File: src/rtl/lsu_pkg.sv
// Shared types and constants for the load/store unit: FSM states, RV32I
// load/store funct3 encodings and the legal RAM latency range.
package lsu_pkg;

  typedef enum logic [1:0] {
    ST_IDLE,
    ST_READ,
    ST_WRITE,
    ST_DONE
  } lsu_state_e;

  localparam logic [2:0] F3_B  = 3'b000;
  localparam logic [2:0] F3_H  = 3'b001;
  localparam logic [2:0] F3_W  = 3'b010;
  localparam logic [2:0] F3_BU = 3'b100;
  localparam logic [2:0] F3_HU = 3'b101;

  localparam int RAM_LATENCY_MIN = 1;
  localparam int RAM_LATENCY_MAX = 7;

  function automatic bit ram_latency_ok(input int n);
    return (n >= RAM_LATENCY_MIN) && (n <= RAM_LATENCY_MAX);
  endfunction

endpackage

File: src/rtl/lsu_align.sv
// Combinational lane logic: extracts and extends load data from a RAM word,
// and merges sub-word store data into a RAM word for read-modify-write.
module lsu_align
  import lsu_pkg::*;
(
  input  logic [2:0]  funct3,
  input  logic [1:0]  lane,
  input  logic [31:0] word,
  input  logic [15:0] wdata,
  output logic [31:0] load_data,
  output logic [31:0] store_data
);

  logic [7:0]  sel_b;
  logic [15:0] sel_h;

  always_comb begin
    case (lane)
      2'd0:    sel_b = word[7:0];
      2'd1:    sel_b = word[15:8];
      2'd2:    sel_b = word[23:16];
      default: sel_b = word[31:24];
    endcase
    sel_h = lane[1] ? word[31:16] : word[15:0];

    case (funct3)
      F3_B:    load_data = {{24{sel_b[7]}}, sel_b};
      F3_H:    load_data = {{16{sel_h[15]}}, sel_h};
      F3_BU:   load_data = {24'h0, sel_b};
      F3_HU:   load_data = {16'h0, sel_h};
      F3_W:    load_data = word;
      default: load_data = word;
    endcase

    // Only the addressed lane(s) change; the rest of the word is written back as read.
    store_data = word;
    case (funct3[1:0])
      2'b00: begin
        case (lane)
          2'd0:    store_data[7:0]   = wdata[7:0];
          2'd1:    store_data[15:8]  = wdata[7:0];
          2'd2:    store_data[23:16] = wdata[7:0];
          default: store_data[31:24] = wdata[7:0];
        endcase
      end
      2'b01: begin
        if (lane[1]) store_data[31:16] = wdata;
        else         store_data[15:0]  = wdata;
      end
      default: store_data = word;
    endcase
  end

endmodule

File: src/rtl/lsu.sv
// RV32I load/store unit on a single word-wide RAM port without byte enables.
// Define LSU_MISALIGN_TRAP_EN to fault misaligned accesses instead of aligning them.
module lsu
  import lsu_pkg::*;
#(
  parameter int RAM_LATENCY = 1
) (
  input  logic        clk,
  input  logic        reset,
  input  logic        start_i,
  input  logic        is_store_i,
  input  logic [2:0]  funct3_i,
  input  logic [31:0] addr_i,
  input  logic [31:0] wdata_i,
  output logic        busy_o,
  output logic        done_o,
  output logic [31:0] rdata_o,
  output logic        fault_o,
  output logic        we_o,
  output logic [31:0] addr_o,
  input  logic [31:0] data_i,
  output logic [31:0] data_o
);

  // state    | meaning
  // ST_IDLE  | waiting for start_i
  // ST_READ  | RAM read in flight, RAM_LATENCY cycles
  // ST_WRITE | we_o asserted for one cycle
  // ST_DONE  | done_o pulse, then back to idle

  if (!ram_latency_ok(RAM_LATENCY)) begin : g_bad_latency
    $error("lsu: RAM_LATENCY must be in 1..7");
  end

  localparam logic [2:0] CNT_INIT = 3'(RAM_LATENCY - 1);

  lsu_state_e  state;
  logic [2:0]  cnt;
  logic [2:0]  f3_q;
  logic [1:0]  lane_q;
  logic [15:0] wdata_q;
  logic        store_q;

  logic        legal;
  logic        fault_req;
  logic [31:0] addr_eff;
  logic [31:0] load_data;
  logic [31:0] store_data;

  always_comb begin
    legal = is_store_i ? (funct3_i inside {F3_B, F3_H, F3_W})
                       : (funct3_i inside {F3_B, F3_H, F3_W, F3_BU, F3_HU});
    addr_eff = addr_i;
`ifdef LSU_MISALIGN_TRAP_EN
    fault_req = !legal
              || (funct3_i[1:0] == 2'b01 && addr_i[0])
              || (funct3_i[1:0] == 2'b10 && addr_i[1:0] != 2'b00);
`else
    fault_req = !legal;
    if (funct3_i[1:0] == 2'b01)      addr_eff[0]   = 1'b0;
    else if (funct3_i[1:0] == 2'b10) addr_eff[1:0] = 2'b00;
`endif
  end

  lsu_align u_align (
    .funct3     (f3_q),
    .lane       (lane_q),
    .word       (data_i),
    .wdata      (wdata_q),
    .load_data  (load_data),
    .store_data (store_data)
  );

  always_ff @(posedge clk or negedge reset) begin
    if (!reset) begin
      state   <= ST_IDLE;
      cnt     <= 3'd0;
      f3_q    <= 3'd0;
      lane_q  <= 2'd0;
      wdata_q <= 16'h0;
      store_q <= 1'b0;
      busy_o  <= 1'b0;
      done_o  <= 1'b0;
      rdata_o <= 32'h0;
      fault_o <= 1'b0;
      we_o    <= 1'b0;
      addr_o  <= 32'h0;
      data_o  <= 32'h0;
    end else begin
      case (state)
        ST_IDLE: begin
          if (start_i) begin
            f3_q    <= funct3_i;
            lane_q  <= addr_eff[1:0];
            wdata_q <= wdata_i[15:0];
            store_q <= is_store_i;
            cnt     <= CNT_INIT;
            busy_o  <= 1'b1;
            rdata_o <= 32'h0;
            if (fault_req) begin
              state   <= ST_DONE;
              done_o  <= 1'b1;
              fault_o <= 1'b1;
            end else if (is_store_i && funct3_i == F3_W) begin
              state  <= ST_WRITE;
              we_o   <= 1'b1;
              addr_o <= {addr_eff[31:2], 2'b00};
              data_o <= wdata_i;
            end else begin
              state  <= ST_READ;
              addr_o <= {addr_eff[31:2], 2'b00};
            end
          end
        end
        ST_READ: begin
          if (cnt == 3'd0) begin
            if (store_q) begin
              state  <= ST_WRITE;
              we_o   <= 1'b1;
              data_o <= store_data;
            end else begin
              state   <= ST_DONE;
              done_o  <= 1'b1;
              rdata_o <= load_data;
            end
          end else begin
            cnt <= cnt - 3'd1;
          end
        end
        ST_WRITE: begin
          we_o   <= 1'b0;
          done_o <= 1'b1;
          state  <= ST_DONE;
        end
        ST_DONE: begin
          done_o  <= 1'b0;
          fault_o <= 1'b0;
          busy_o  <= 1'b0;
          state   <= ST_IDLE;
        end
        default: state <= ST_IDLE;
      endcase
    end
  end

endmodule

File: config.mk
export PLATFORM = sky130hd
export DESIGN_NAME = lsu
export DESIGN_NICKNAME = d
export VERILOG_FILES = /design/src/rtl/lsu_pkg.sv /design/src/rtl/lsu_align.sv /design/src/rtl/lsu.sv
export SDC_FILE = /design/constraint.sdc
export NUM_CORES = 1
export LEC_CHECK = 0
export BUFFER_PORTS_ARGS = -buffer_cell sky130_fd_sc_hd__buf_2
export CAP_MARGIN = 40
export CORE_MARGIN = 8
export CORE_UTILIZATION = 50
export CTS_BUF_LIST = sky130_fd_sc_hd__clkbuf_4 sky130_fd_sc_hd__clkbuf_8
export CTS_CLUSTER_SIZE = 12
export DETAILED_ROUTE_END_ITERATION = 12
export PLACE_DENSITY = 0.85
export SYNTH_ARGS = -nofsm -noshare
export SYNTH_HDL_FRONTEND = slang
export SYNTH_HIERARCHICAL = 1
export SYNTH_SLANG_ARGS = --single-unit
File: constraint.sdc
create_clock -name clk -period 2.7 [get_ports clk]
set_input_delay 0.405 -clock clk [delete_from_list [all_inputs] [get_ports clk]]
set_output_delay 0.405 -clock clk [all_outputs]
set_load 0.03 [all_outputs]
## Yosys cells after proc, flatten, opt, wreduce, memory -nomap -nowiden

Cells that the tools add are included.

- Reductions and logical operators: 23
- Equality and inequality tests: 23
- Multiplexer cells: 47
- Add/subtract/negate cells: 1

Operators by type and width:

| cell | number |
|---|---|
| 32-bit two-way mux | 8 |
| 32-bit case mux with 2 select lines | 3 |
| 32-bit case mux with 4 select lines | 1 |
| 16-bit two-way mux | 3 |
| 8-bit two-way mux | 4 |
| 8-bit case mux with 3 select lines | 1 |
| 2-bit != test (second input constant) | 8 |
| 1-bit two-way mux | 14 |
| 3-bit equality test (second input constant) | 4 |
| 6-bit AND reduction | 2 |
| 2-bit two-way mux | 5 |
| 3-bit zero test | 3 |
| 3-bit AND reduction | 3 |
| 2-bit by 1-bit equality test with 1-bit output (second input constant) | 4 |
| 2-bit equality test (second input constant) | 4 |
| 2-bit case mux with 4 select lines | 1 |
| 4-bit AND reduction | 2 |
| 3-bit by 1-bit equality test with 1-bit output (second input constant) | 2 |
| 2-bit zero test | 3 |
| 3-bit two-way mux | 2 |
| 3-bit case mux with 2 select lines | 1 |
| 2-bit AND reduction | 3 |
| 3-bit nonzero test | 2 |
| 5-bit nonzero test | 1 |
| 8 further kinds | 10 |

- Word-level logic and storage cells: 107
- Bits in registers: 125
- Output and inout port bits: 100
- Bits of input ports: 103

## Logic depth before layout (Yosys ltp)

- Depth after elaboration: 7
- Depth in mapped cells: 8
- Depth with buffers taken out: 6

## Hierarchy

Netlist, hierarchy kept.

Modules (own cells, without submodules):

| module | cells an instance | seq. area each (µm²) | area each (µm²) | times used |
|---|---|---|---|---|
| lsu | 397 | 3128.0 | 5212.5 | 1 |
| lsu_align | 226 | 0.0 | 1403.8 | 1 |

## Least setup slack after synthesis

OpenSTA, ideal clock, no wires.

- Path kind: reg2reg
- Start: register lane_q[0]
- End: register rdata_o[16]
- Path slack: 0.800 ns
- Required time: 2.579 ns
- Stages on the path, launching flop included: 8
- Data arrival time: 1.779 ns
- Setup time: 0.121 ns
- Buffers on the path: 2
- Period minus slack after synthesis: 1.900 ns
- Path through: dfrtp_1 -> mux4_2 -> and3b_1 -> buf_6 -> a31oi_4 -> buf_6 -> nand2_1 -> a22o_1

- Cells in the longest elaborated chain, start to end: 6
- Elaborated cells between the ends (all ways): 8
- Classes of those cells: eq/ne (2); mux (5); reduce/logical (1)

Ends and longest elaborated chain:

| what | RTL line | source |
|---|---|---|
| start: declaration | lsu.sv:40 | `logic [1:0] lane_q;` |
| start signal: assignment | lsu.sv:94 | `lane_q <= addr_eff[1:0];` |
| 2-bit equality test, or another cell as far along | lsu_align.sv:18 | `case (lane)` |
| 8-bit case mux with 3 select lines (*) | lsu_align.sv:18 |  |
| 32-bit case mux with 4 select lines (*) | lsu_align.sv:26 | `case (funct3)` |
| via load_data[16] | lsu.sv:47 | `logic [31:0] load_data;` |
| 32-bit two-way mux (*) | lsu.sv:117 | `if (store_q) begin` |
| 32-bit two-way mux (*) | lsu.sv:116 | `if (cnt == 3'd0) begin` |
| 32-bit case mux with 2 select lines (*) | lsu.sv:90 | `case (state)` |
| end signal: assignment | lsu.sv:124 | `rdata_o <= load_data;` |
| end: declaration | lsu.sv:17 | `output logic [31:0] rdata_o,` |

Mark *: on every way through the listed nets, which the timed path passes. The rest lies on a longest branch. The select of a mux whose other input is x is not followed.
A chain may end at the register's enable or synchronous reset.

## Worst setup path in the final report

- Start: register state[0]
- End: register rdata_o[14]

- Cells in the longest elaborated chain, start to end: 3
- Elaborated cells between the ends (all ways): 8
- Classes of those cells: eq/ne (4); mux (1); reduce/logical (3)

Ends and longest elaborated chain:

| what | RTL line | source |
|---|---|---|
| start: declaration | lsu.sv:37 | `lsu_state_e state;` |
| start signal: assignment | lsu.sv:76 | `state <= ST_IDLE;` |
| start signal: assignment | lsu.sv:101 | `state <= ST_DONE;` |
| start signal: assignment | lsu.sv:105 | `state <= ST_WRITE;` |
| 2-bit by 1-bit equality test with 1-bit output or 2-bit zero test (tied branches) | lsu.sv:90 |  |
| 2-bit != test (no line) or 2-bit nonzero test (tied branches) | - |  |
| 4-bit AND reduction (no line) | - |  |

Several ways; a longest one is shown, not always the timed one.

==> out/summary.txt <==
Cell taking the most area after synthesis -> dfrtp_1
Total CTS buffers -> 17
GRT Total Usage -> 0.227
Non-filler cells, final -> 1003
Multi-input gate area -> 0.00316 sq mm
Post-route clock period utilization -> 0.822
Dpl cells -> 969
Core area -> 0.0131 sq mm
TritonRoute pass-1 iters -> 5
Initial antenna violation count -> 0
Skew-Pair Late Insertion Delay -> 440 ps
Synth Area per Inst -> 10.6 sq um
Reg-to-reg startpoint -> state[0]$_DFFE_PN0P_
Via density -> 5.65
Root Driver -> clkbuf_8
Rel. slew slack -> 0.567
Crit. Startpoint -> state[0]$_DFFE_PN0P_
Most common cell after layout, fill and taps aside -> buf_2
DPL Wire Length -> 14.9 mm
Setup violators final -> 0
Internal power -> 5970 uW
R2r setup slk -> 480 ps
Most area-consuming cells after synthesis -> dfrtp_1 47%, mux2_2 11%, mux2i_1 7.0%, a22o_1 4.6%, nand2_1 4.1%
DIE HEIGHT -> 131 um
Psw -> 5210 uW
FMAX -> 451 MHz
Tightest Pin Transition -> 649 ps
Status -> completed
Die ar. -> 0.0172 sq mm
Register share of total power -> 0.305
Port Buffers -> 200
Nets@finish -> 922
M3 GR Usage -> 0.0982
CTS sink count -> 125
Synthesis-to-finish area growth -> 23.5%
Worst Setup End Kind -> flop
#FFs+latches synth -> 125
Critical path arrival -> 2590 ps
Hold Crit Class -> in -> reg
# rows -> 42
GR Layer Usage met1 -> 0.283
Commonest non-fill, non-tap cells in the layout -> 199 x buf_2, 124 x dfrtp_1, 72 x nand2_1, 67 x mux2_2, 46 x mux2i_1
Post-route DRC -> 0
Gr ovfl total -> 0
Clk_skew -> 12.3 ps
Register Area -> 0.00313 sq mm
LEAKAGE -> 0.00404 uW
Via count -> 5668
R2R depth -> 6
Routed wire per std cell -> 19.4 um
H-tree levels -> 4
Seq/Total Area, Yosys -> 0.473
Gpl congestion -> 0.870
Final Hold Fails -> 0
CTS tree -> built
CP Launch Type -> flop
Proportion of layout cells with a drive suffix above 1 -> 0.402
Kind of critical path -> reg -> reg
Largest net degree at the start of global routing -> 65
Initial Utilization -> 0.506
Hold_sp -> addr_i[8]
Fin. max-slew vios -> 0
Area of the mapped netlist -> 0.00662 sq mm
I/O Pins -> 203
Area share of the largest cell type after synthesis -> 0.473
Synth unique cells -> 47
PD cells -> 1370 mW/mm^2
Sw frac -> 0.466
Synthesis Warnings -> 6
Max-cap viol count -> 0
Post-Synthesis Cells -> 623
Fill count -> 1063
Min cycle time layout -> 2220 ps
Hold Path Stages -> 2
Worst Path Required -> 3070 ps
Post-DRT Antenna Nets -> 0
Vias in the first global route -> 5625
Die W -> 131 um
Unrepaired setup endpoints after global routing -> no
Clk slew on worst S/H paths -> 80 ps
DR iter-0 viols -> 502
Power share of the combinational group -> 0.548
Clock power frac -> 0.146
Global-route wire length before repair -> 29.8 mm
CP max FO -> 32
Setup_tns -> 0 ps
WL final -> 19.4 mm
Met2 Use GR -> 0.349
GRT busiest layer -> met2
Maximum vdd drop -> 853 uV
Clk buf depth -> 2
layout make-up:
type | count | area share
inverter | 22 | 0.0101
clock buffer | 22 | 0.0347
sequential | 125 | 0.383
tap | 176 | 0.0269
antenna | 1 | 0.000306
clock inverter | 10 | 0.0141
timing repair buffer | 220 | 0.144
multi-input combinational | 427 | 0.386
power by group through the flow:
| stage | logic [uW] | registers [uW] | clock network (uW) |
|---|---|---|---|
| 3_3_place_gp | 5980 | 3380 | 0 |
| 3_5_place_dp | 6120 | 3420 | 0 |
| 4_1_cts | 6140 | 3390 | 1670 |
| 2_1_floorplan | 3350 | 4520 | 0 |
| 5_1_grt | 6610 | 3500 | 1770 |
| 6_report | 6130 | 3410 | 1640 |
sequential cells by signal (all words and copies together), names as in the netlist:
register  cells
cnt           3
rdata_o      32
addr_o       30
state         2
done_o        1
fault_o       1
lane_q        2
we_o          1
data_o       32
store_q       1
busy_o        1
wdata_q      16
f3_q          3
worst max-delay path, stage by stage (launching register included):
cell	delay [ps]
dfrtp_1	410
inv_1	110
ha_1	420
mux2i_1	500
nand2b_1	190
buf_4	320
a22o_1	210
per-stage QoR:
step,total power (uW),hold slack [ps],setup WS [ps],util,instance area [sq um]
6_report,11200,191,480,0.625,8170
3_3_place_gp,9370,456,508,0.593,7750
2_1_floorplan,7870,109,800,-,6620
3_5_place_dp,9540,454,478,0.593,7760
5_1_grt,11900,161,291,0.624,8170
4_1_cts,11200,169,473,0.624,8170
what timing repair did:
action | in CTS | in global routing
hold endpoints to repair | 36 | 0
hold buffers | 1 | 0
buffers inserted | 0 | 0
endpoints found under the setup margin | 0 | 0
resized for setup | 0 | 0
worst paths after layout:
check,endpoint
max,rdata_o[14]$_DFFE_PN0P_
min in group asynchronous,rdata_o[8]$_DFFE_PN0P_
max reg2reg,rdata_o[14]$_DFFE_PN0P_
max in group asynchronous,store_q$_DFFE_PN0P_
min reg2reg,we_o$_DFFE_PN0P_
min,addr_o[8]$_DFFE_PN0P_
cell usage after synthesis (all sizes together):
| library cell | count |
|---|---|
| nor2 | 44 |
| a22o | 35 |
| nand4bb | 1 |
| nor3b | 2 |
| a221o | 7 |
| a31oi | 2 |
| buf | 29 |
| nand3 | 1 |
| o22ai | 1 |
| ha | 6 |
| o21a | 2 |
| and2 | 1 |
| inv | 22 |
| a22oi | 8 |
| and3b | 1 |
| nor4bb | 1 |
| a221oi | 16 |
| dfrtp | 125 |
| mux2 | 67 |
| a21o | 1 |
| nand2b | 10 |
| mux4 | 1 |
| o221ai | 1 |
| o21ai | 17 |
| o2bb2ai | 2 |
| a222oi | 1 |
| clkbuf | 21 |
| o41ai | 1 |
| mux2i | 46 |
| o31ai | 1 |
| a311o | 1 |
| xnor2 | 1 |
| conb | 1 |
| a21oi | 44 |
| nor2b | 9 |
| nand3b | 1 |
| nor3 | 2 |
| o32ai | 16 |
| nand2 | 72 |
| o21bai | 1 |
| or3 | 2 |
routing by layer:
| layer | up-vias | wire length, um | share of wire |
|---|---|---|---|
| met5 | - | 0 | 0 |
| met4 | 0 | 333 | 0.017 |
| met3 | 30 | 2320 | 0.12 |
| met2 | 296 | 8870 | 0.46 |
| met1 | 2698 | 7900 | 0.41 |
| li1 | 2644 | - | - |
cell families after synthesis:
group           count (synthesis)  synth area share
flops                         125             0.473
mux                           114             0.187
fa+ha+maj                       6            0.0113
xor+xnor                        1           0.00132
buf+inv                        72            0.0516
compound gates                157             0.178
other cells                     1          0.000567
simple gates                  147            0.0976
Note: power is estimated with default switching activity, not from simulation.
